$ cat config.mk
export PLATFORM = sky130hd
export DESIGN_NAME = id_scoreboard_stage
export DESIGN_NICKNAME = d
export VERILOG_FILES = /design/src/rtl/id_scoreboard_stage.sv
export SDC_FILE = /design/constraint.sdc
export NUM_CORES = 1
export LEC_CHECK = 0
export CORE_AREA = 2 2 136 138
export DETAILED_ROUTE_END_ITERATION = 12
export DIE_AREA = 0 0 138 140
export GPL_TIMING_DRIVEN = 0
export SLEW_MARGIN = 0
export SYNTH_ARGS = -nofsm -noshare
export SYNTH_HDL_FRONTEND = slang
export SYNTH_SLANG_ARGS = --single-unit
$ cat constraint.sdc
create_clock -name clk -period 2.6 [get_ports clk]
set_clock_uncertainty 0.2 [all_clocks]
set_input_delay 0.52 -clock clk [delete_from_list [all_inputs] [get_ports clk]]
set_output_delay 0.52 -clock clk [all_outputs]
set_load 0.02 [all_outputs]
$ cat src/rtl/id_scoreboard_stage.sv
// Decode stage for the MIPS logic subset with a DEPTH-entry RAW scoreboard.
// Stalls fetch on hazards and registers decoded operands into ID/EX.
module id_scoreboard_stage #(
  parameter int DATA_W = 32,
  parameter int ADDR_W = 5,
  parameter int DEPTH  = 2,
  parameter int OP_W   = 8,
  parameter int SEL_W  = 3
) (
  input  logic              clk,
  input  logic              rst,
  input  logic              inst_valid_i,
  input  logic [31:0]       pc_i,
  input  logic [31:0]       inst_i,
  input  logic              flush_i,
  input  logic [DATA_W-1:0] reg1_data_i,
  input  logic [DATA_W-1:0] reg2_data_i,
  output logic              reg1_read_o,
  output logic              reg2_read_o,
  output logic [ADDR_W-1:0] reg1_addr_o,
  output logic [ADDR_W-1:0] reg2_addr_o,
  output logic              stall_o,
  output logic              ex_valid_o,
  output logic [31:0]       pc_o,
  output logic [OP_W-1:0]   aluop_o,
  output logic [SEL_W-1:0]  alusel_o,
  output logic [DATA_W-1:0] reg1_o,
  output logic [DATA_W-1:0] reg2_o,
  output logic [ADDR_W-1:0] wd_o,
  output logic              wreg_o,
  output logic              inst_invalid_o
);

  localparam logic [OP_W-1:0]  OP_NOP    = '0;
  localparam logic [OP_W-1:0]  OP_AND    = OP_W'(8'h24);
  localparam logic [OP_W-1:0]  OP_OR     = OP_W'(8'h25);
  localparam logic [OP_W-1:0]  OP_XOR    = OP_W'(8'h26);
  localparam logic [OP_W-1:0]  OP_NOR    = OP_W'(8'h27);
  localparam logic [SEL_W-1:0] SEL_NOP   = '0;
  localparam logic [SEL_W-1:0] SEL_LOGIC = SEL_W'(1);

  logic [5:0]        opcode;
  logic [5:0]        funct;
  logic [4:0]        shamt;
  logic [ADDR_W-1:0] rs;
  logic [ADDR_W-1:0] rt;
  logic [ADDR_W-1:0] rd;

  assign opcode = inst_i[31:26];
  assign funct  = inst_i[5:0];
  assign shamt  = inst_i[10:6];
  assign rs     = ADDR_W'(inst_i[25:21]);
  assign rt     = ADDR_W'(inst_i[20:16]);
  assign rd     = ADDR_W'(inst_i[15:11]);

  logic              dec_rd1;
  logic              dec_rd2;
  logic [OP_W-1:0]   dec_op;
  logic [SEL_W-1:0]  dec_sel;
  logic [ADDR_W-1:0] dec_wd;
  logic              dec_wreg;
  logic              dec_inv;
  logic [DATA_W-1:0] dec_imm;

  always_comb begin
    dec_rd1  = 1'b0;
    dec_rd2  = 1'b0;
    dec_op   = OP_NOP;
    dec_sel  = SEL_NOP;
    dec_wd   = '0;
    dec_wreg = 1'b0;
    dec_inv  = 1'b0;
    dec_imm  = '0;
    case (opcode)
      6'h0C, 6'h0D, 6'h0E: begin
        dec_rd1  = 1'b1;
        dec_imm  = DATA_W'(inst_i[15:0]);
        dec_wd   = rt;
        dec_wreg = 1'b1;
        dec_sel  = SEL_LOGIC;
        dec_op   = (opcode == 6'h0C) ? OP_AND :
                   (opcode == 6'h0D) ? OP_OR  : OP_XOR;
      end
      6'h0F: begin
        dec_imm  = DATA_W'({inst_i[15:0], 16'h0000});
        dec_wd   = rt;
        dec_wreg = 1'b1;
        dec_sel  = SEL_LOGIC;
        dec_op   = OP_OR;
      end
      6'h00: begin
        // the all-zero word is the canonical NOP, not an illegal encoding
        if (inst_i != 32'h0) begin
          if (shamt == 5'h0 && funct inside {6'h24, 6'h25, 6'h26, 6'h27}) begin
            dec_rd1  = 1'b1;
            dec_rd2  = 1'b1;
            dec_wd   = rd;
            dec_wreg = 1'b1;
            dec_sel  = SEL_LOGIC;
            case (funct)
              6'h24:   dec_op = OP_AND;
              6'h25:   dec_op = OP_OR;
              6'h26:   dec_op = OP_XOR;
              default: dec_op = OP_NOR;
            endcase
          end else begin
            dec_inv = 1'b1;
          end
        end
      end
      default: dec_inv = 1'b1;
    endcase
  end

  // Operand 1 is never an immediate: LUI places its constant on operand 2.
  logic [DATA_W-1:0] op1;
  logic [DATA_W-1:0] op2;

  assign op1 = !dec_rd1 ? '0 : (rs == '0) ? '0 : reg1_data_i;
  assign op2 = !dec_rd2 ? dec_imm : (rt == '0) ? '0 : reg2_data_i;

  logic              sb_v [DEPTH];
  logic [ADDR_W-1:0] sb_a [DEPTH];
  logic              hit1;
  logic              hit2;
  logic              hazard;
  logic              issue;
  logic              push;

  always_comb begin
    hit1 = 1'b0;
    hit2 = 1'b0;
    for (int i = 0; i < DEPTH; i++) begin
      if (sb_v[i] && sb_a[i] == rs) hit1 = 1'b1;
      if (sb_v[i] && sb_a[i] == rt) hit2 = 1'b1;
    end
  end

  assign hazard = (dec_rd1 && rs != '0 && hit1) || (dec_rd2 && rt != '0 && hit2);
  assign stall_o = inst_valid_i && hazard && !flush_i;
  assign issue   = inst_valid_i && !hazard && !flush_i;
  assign push    = issue && dec_wreg && (dec_wd != '0);

  assign reg1_read_o = dec_rd1;
  assign reg2_read_o = dec_rd2;
  assign reg1_addr_o = rs;
  assign reg2_addr_o = rt;

  always_ff @(posedge clk or negedge rst) begin
    if (!rst) begin
      for (int i = 0; i < DEPTH; i++) begin
        sb_v[i] <= 1'b0;
        sb_a[i] <= '0;
      end
    end else if (flush_i) begin
      for (int i = 0; i < DEPTH; i++) begin
        sb_v[i] <= 1'b0;
        sb_a[i] <= '0;
      end
    end else begin
      for (int i = DEPTH - 1; i > 0; i--) begin
        sb_v[i] <= sb_v[i-1];
        sb_a[i] <= sb_a[i-1];
      end
      sb_v[0] <= push;
      sb_a[0] <= push ? dec_wd : '0;
    end
  end

  always_ff @(posedge clk or negedge rst) begin
    if (!rst) begin
      ex_valid_o     <= 1'b0;
      pc_o           <= '0;
      aluop_o        <= OP_NOP;
      alusel_o       <= SEL_NOP;
      reg1_o         <= '0;
      reg2_o         <= '0;
      wd_o           <= '0;
      wreg_o         <= 1'b0;
      inst_invalid_o <= 1'b0;
    end else if (issue) begin
      ex_valid_o     <= 1'b1;
      pc_o           <= pc_i;
      aluop_o        <= dec_op;
      alusel_o       <= dec_sel;
      reg1_o         <= op1;
      reg2_o         <= op2;
      wd_o           <= dec_wd;
      wreg_o         <= dec_wreg;
      inst_invalid_o <= dec_inv;
    end else begin
      ex_valid_o     <= 1'b0;
      pc_o           <= '0;
      aluop_o        <= OP_NOP;
      alusel_o       <= SEL_NOP;
      reg1_o         <= '0;
      reg2_o         <= '0;
      wd_o           <= '0;
      wreg_o         <= 1'b0;
      inst_invalid_o <= 1'b0;
    end
  end

endmodule

==> results of run 1 <==
per-stage QoR:
step                      power, mW  std cells  TNS [ns]  instance area, µm²
after floorplan                2.11        434         0                5300
after global placement         2.47        916   -541.68                8120
after detailed placement       2.48        917    -89.89                8150
after CTS                      4.90        960    -10.36                8870
after global routing           5.04        963    -0.480                8900
final                          4.85        963    -0.236                8900
where the power goes:
part	switching [mW]	internal, mW
Clock	0.846	1.55
Combinational	0.262	0.296
Sequential	0.00817	1.88
Total	1.12	3.73
cell families after synthesis:
logic type	Yosys count	share of synthesized area, %
xor gates and xnor gates	20	3.34
and+or+nand+nor	156	23.4
DFF	119	56.7
other	1	0.0714
buffers and inverters	83	8.92
AOI/OAI and AO/OA	50	7.58
flip-flops by register name, summed over array words and instances, names as in the netlist:
register	flops
pc_o	32
ex_valid_o	1
reg1_o	32
inst_invalid_o	1
sb_v	2
aluop_o	3
alusel_o	1
wd_o	5
sb_a	10
reg2_o	32
critical path, stage by stage:
cell and delay (ns):
dlygate4sd2_1 0.29, xor2_1 0.18, nor4_1 0.34, a32oi_1 0.14, or3_4 0.36, a21oi_4 0.14, buf_6 0.14
synth_stat cells (2+ instances only):
| cell | n |
|---|---|
| a211oi_1 | 8 |
| a211oi_2 | 4 |
| a22oi_1 | 32 |
| buf_2 | 13 |
| buf_4 | 21 |
| buf_6 | 8 |
| clkbuf_1 | 6 |
| dfrtp_1 | 119 |
| inv_1 | 33 |
| nand2_1 | 18 |
| nand3_1 | 3 |
| nand3b_1 | 2 |
| nand4_1 | 3 |
| nor2_1 | 5 |
| nor2b_1 | 6 |
| nor3_1 | 3 |
| nor3_2 | 66 |
| nor3b_1 | 34 |
| nor4_1 | 5 |
| or4_1 | 2 |
| xnor2_1 | 12 |
| xor2_1 | 8 |
cell type report:
type | instances | area (µm²) | area share, %
buffer | 49 | 357 | 4.01
clock buffer | 20 | 457 | 5.13
clock inverter | 12 | 151 | 1.70
timing repair buffer | 268 | 2620 | 29.4
tap | 229 | 287 | 3.22
multi-input combinational | 232 | 1920 | 21.6
sequential | 119 | 2980 | 33.5
inverter | 34 | 135 | 1.52
metal layers:
layer | global-route usage [%] | wire length (µm) | up-vias
met5 | 0 | 0 | -
met4 | 6.55 | 255 | 0
met3 | 4.68 | 1180 | 17
met2 | 30.8 | 8680 | 191
met1 | 21.0 | 6830 | 2150
li1 | - | - | 2043
cells in the final DEF, fill, tap and decap left out, types with 3 or more instances in the layout:
| cell type | netlist | final |
|---|---|---|
| nand2_1 | 18 | 18 |
| xnor2_1 | 12 | 12 |
| nor4_1 | 5 | 3 |
| clkbuf_1 | 6 | 6 |
| clkdlybuf4s50_1 | 0 | 224 |
| buf_4 | 21 | 33 |
| clkinv_4 | 0 | 3 |
| a22oi_1 | 32 | 32 |
| nor3b_1 | 34 | 34 |
| clkbuf_16 | 0 | 17 |
| nand4_1 | 3 | 3 |
| clkinv_2 | 0 | 4 |
| nor2_4 | 1 | 3 |
| buf_6 | 8 | 13 |
| inv_1 | 33 | 33 |
| bufinv_16 | 0 | 3 |
| nor2b_1 | 6 | 6 |
| clkdlybuf4s15_2 | 0 | 5 |
| clkbuf_8 | 0 | 3 |
| nor2_1 | 5 | 4 |
| a211oi_2 | 4 | 4 |
| xor2_1 | 8 | 8 |
| dfrtp_1 | 119 | 119 |
| nor3_2 | 66 | 65 |
| dlygate4sd2_1 | 0 | 8 |
| a211oi_1 | 8 | 8 |
| conb_1 | 1 | 6 |
| buf_2 | 13 | 17 |
| nand3_1 | 3 | 3 |
| clkbuf_2 | 1 | 7 |
timing repair:
item | in CTS | in global routing
hold buffers | 1 | 0
hold endpoints to repair | 57 | 0
pin swaps | 13 | 4
setup buffers | 10 | 3
endpoints found under the setup margin | 121 | 82
resized for setup | 80 | 15
gates cloned | 0 | 0
worst min-delay path by stage:
| stage | start | endpoint | slack (ns) |
|---|---|---|---|
| 3_5_place_dp | rst | sb_a[0] | 0.33 |
| 3_3_place_gp | sb_v[1] | sb_v[0] | 0.34 |
| 2_1_floorplan | rst | aluop_o[0] | 0.02 |
| 6_report | inst_i[3] | reg2_o[19] | 0.23 |
| 4_1_cts | inst_i[27] | aluop_o[1] | 0.23 |
| 5_1_grt | inst_i[3] | reg2_o[19] | 0.22 |
==> results.yml, run 1 <==
worst_hold_path:
  hold_path_class: "input port to register"
  hold_depth: 3
floorplan:
  die_x_um: 138
  fp-row-count: 49
  initial_core_util_pct: 29.5
  die_h_um: 140
  core_um2: 17800
  ioPinCount: 260
  die_area_um2: 19300
sta:
  grt_setup_unrepaired: "true"
  period_share_pct: 109
  worst_pin_slew_ns: 0.561
  max_freq_ghz: 0.353
  hold_violations: 0
  final_max_slew_viol_count: 0
  slew_headroom_pct: 62.6
  fin_crit_ns: 2.84
  setup_viol: 1
  whs_ns: 0.234
  setup_slack_ns: -0.236
setup_path:
  rrSetupSlack_ns: 0.14
  r2r-end: "reg1_o[22]"
  critPathLaunch: "inst_i[21]"
  worst_r2r_path_depth: 8
  critPathCaptureType: "output pin"
  cp-endpoint: "stall_o"
  cp.arrival_ns: 2.12
  startpoint_type: "input port"
  crit_path_max_fanout: 4
  crit_type: "input port to output pin"
  r2r-start: "sb_a[8]"
  critical_path_required_ns: 1.88
clock_tree:
  cts_buffers: 17
  cts_num_sinks: 119
  insertion_delay_ns: 0.40
  cts_buffer_depth: 2
  cts_tree: "built"
  cts_max_level: 4
  clk_pin_slew_worst_paths_ns: 0.06
  root_buffer: "clkbuf_16"
routing:
  drc: 0
  vias: 4401
  via_per_inst: 4.57
  wl_mm: 16.9
  wire_per_inst_um: 17.6
  first_pass_iters: 5
  drtIter0Drc: 246
  ant_nets: 0
power:
  p_per_area_nw_per_um2: 544
  max-vdd-ir-drop_mv: 0.404
  p_leak_nw: 3.77
cells_and_area:
  post-route-util_pct: 50.1
  drive_gt1_share_pct: 25.9
  final_nets: 853
  n_antenna_cell: 0
  num-fill-cells: 1580
  syn2layout_area_growth_pct: 69.6
job:
  cap_violations: 0
synthesis:
  synth-seq-cells: 119
  synthCells: 429
  syn_area_um2: 5250
  yosys-top-cells-area: "dfrtp_1 (57%), nor3_2 (13%), nor3b_1 (4.9%), a22oi_1 (4.6%), buf_4 (3.0%)"
  synth-edff-count: 0
  async_flop_share_pct: 100
  avgSynthCellArea_um2: 12.2
  synth-seq-area-share_pct: 56.7
  synth_flop_cell: "dfrtp_1"
  yosysTopAreaCellShare_pct: 56.7
  yosysWarnings: 0
  ys_types: 40
  yosysTopAreaCell: "dfrtp_1"
grt:
  grt_max_degree: 63
  grt_pass1_wl_mm: 26.7
  antenna_found_initial: 0
  grt.overflow.total: 0
  first_global_vias: 4839
  track_usage_pct: 17.6
outcome:
  violations: "setup timing"
  outcome: "finished, violations left"
placement:
  place.gp.congestion: 0.817
  hpwlAfterDp_mm: 12.8
  post-place-ws_ns: -1.42
  port_buffers: 253
(Power assumes the default switching activity.)
==> run 2, diff against run 1 <==
CORE_AREA = 2 2 148 150   (was 2 2 136 138)
DIE_AREA = 0 0 150 152   (was 0 0 138 140)
REMOVE_ABC_BUFFERS = 1   (was unset)
SKIP_CTS_REPAIR_TIMING = 1   (was unset)
==> run 2 against run 1 <==
Net effect: the flow still finishes with violations (setup timing); sequential power is essentially flat; utilization decreased by 7.9 points; largest cell class is now non-clock buffers; critical path depth up 2; global-route usage down 3.2 points.
==> results.yml, run 2 (synthesis results as in run 1) <==
sta:
  slew_headroom_pct: 38.5
  fin_crit_ns: 2.85
  setup_slack_ns: -0.252
  setup_viol: 1
  period_share_pct: 110
  worst_pin_slew_ns: 0.921
  grt_setup_unrepaired: "true"
  hold_violations: 0
  final_max_slew_viol_count: 0
  whs_ns: 0.269
  setup_tns_ns: -0.252
  max_freq_ghz: 0.351
routing:
  wire_per_inst_um: 17.4
  drtIter0Drc: 148
  drc: 0
  wl_mm: 17.1
  first_pass_iters: 4
  via_per_inst: 4.38
  vias: 4312
  ant_nets: 0
worst_hold_path:
  hold_depth: 3
  min_from: "inst_i[26]"
  whs_endpoint: "aluop_o[0]"
  hold_path_class: "input port to register"
setup_path:
  rrSetupSlack_ns: 0.25
  cpPeakStageDelay_ns: 0.39
  cp.arrival_ns: 2.13
  critical_path_required_ns: 1.88
  cp_cell_sequence: "clkbuf_2 -> nor4_4 -> nand4_1 -> buf_6 -> inv_8 -> nor2_2 -> or3_4 -> a21oi_2 -> buf_6"
  r2r-start: "sb_a[1]"
  critPathCaptureType: "output pin"
  crit_slowest_cell: "or3_4"
  worst_r2r_path_depth: 9
  crit_type: "input port to output pin"
  crit_top_cell: "buf_6"
  r2r-end: "pc_o[6]"
  startpoint_type: "input port"
  crit_path_max_fanout: 9
grt:
  antenna_found_initial: 0
  track_usage_pct: 14.4
  grt.overflow.total: 0
  first_global_vias: 4437
  grt_max_degree: 61
  grt_pass1_wl_mm: 25.0
power:
  max-vdd-ir-drop_mv: 0.403
  power_mw: 4.80
  p_leak_nw: 3.89
  p_per_area_nw_per_um2: 534
floorplan:
  die_x_um: 150
  die_h_um: 152
  ioPinCount: 260
  core_um2: 21400
  initial_core_util_pct: 24.6
  die_area_um2: 22800
  fp-row-count: 54
placement:
  place_area_um2: 8000
  place.gp.congestion: 0.737
  port_buffers: 253
  post-place-ws_ns: -1.90
  hpwlAfterDp_mm: 11.3
  post-place-cells: 926
cells_and_area:
  syn2layout_area_growth_pct: 71.4
  n_antenna_cell: 0
  drive_gt1_share_pct: 22.3
  reg_top3: "pc_o (32), reg1_o (32), reg2_o (32)"
  fin_cells: 984
  post-route-util_pct: 42.1
  final_area_um2: 9000
  final_nets: 824
  layout_common_cells: "clkdlybuf4s50_1 (224), dfrtp_1 (119), nor3_2 (65), nor3b_1 (34), inv_1 (33)"
  final_common_cell: "clkdlybuf4s50_1"
job:
  cap_violations: 0
outcome:
  outcome: "finished, violations left"
  violations: "setup timing"
clock_tree:
  cts_buffer_depth: 2
  cts_num_sinks: 119
  cts_buffers: 17
  cts_tree: "built"
  clk_pin_slew_worst_paths_ns: 0.05
  cts_max_level: 4
  root_buffer: "clkbuf_16"
  insertion_delay_ns: 0.41
==> run 2: cell types whose count changed in the layout (fill, tap and decap cells not counted), moves of 3 or more <==
cell	previous run	this run
buf_4	33	20
buf_2	17	0
buf_8	0	4
clkbuf_1	6	2
buf_16	1	4
clkdlybuf4s15_2	5	0
clkbuf_2	7	4
buf_6	13	3
clkinv_4	3	0
dlymetal6s2s_1	0	23
dlygate4sd2_1	8	0
==> run 2: worst max path at each step <==
| stage | start | end | slack (ns) | cells after the start |
|---|---|---|---|---|
| 6_report | inst_i[3] | stall_o | -0.25 | 9 |
| 5_1_grt | sb_a[1] | stall_o | -0.36 | 6 |
| 4_1_cts | inst_i[28] | stall_o | -1.91 | 7 |
| 3_5_place_dp | inst_i[28] | stall_o | -1.90 | 7 |
| 3_3_place_gp | inst_i[30] | pc_o[20] | -5.71 | 6 |
| 2_1_floorplan | inst_i[30] | aluop_o[2] | -2.70 | 5 |
==> run 2: per-layer routing <==
layer,vias to the layer above,wire length (µm),GRT usage [%]
met5,-,0,0
met3,27,1260,5.23
met4,0,398,5.97
li1,1987,-,-
met2,172,8540,23.3
met1,2126,6930,17.2
==> run 2: report_power, final <==
part	switching (mW)	internal, mW
sequential	0.00716	1.88
clock	0.847	1.53
combinational	0.255	0.285
==> run 2: cell type report <==
class	instances	area, µm²
Fill cell	2066	12400
Clock inverter	7	92.6
Clock buffer	24	502
Timing Repair Buffer	286	2980
Multi-Input combinational cell	234	1960
Tap cell	280	350
Inverter	34	135
Sequential cell	119	2980
==> run 2: worst max-delay path, delay by kind of cell <==
kind | cells | cell delay (ns)
compound gates | 1 | 0.16
buf+inv | 4 | 0.51
simple gates | 4 | 0.94
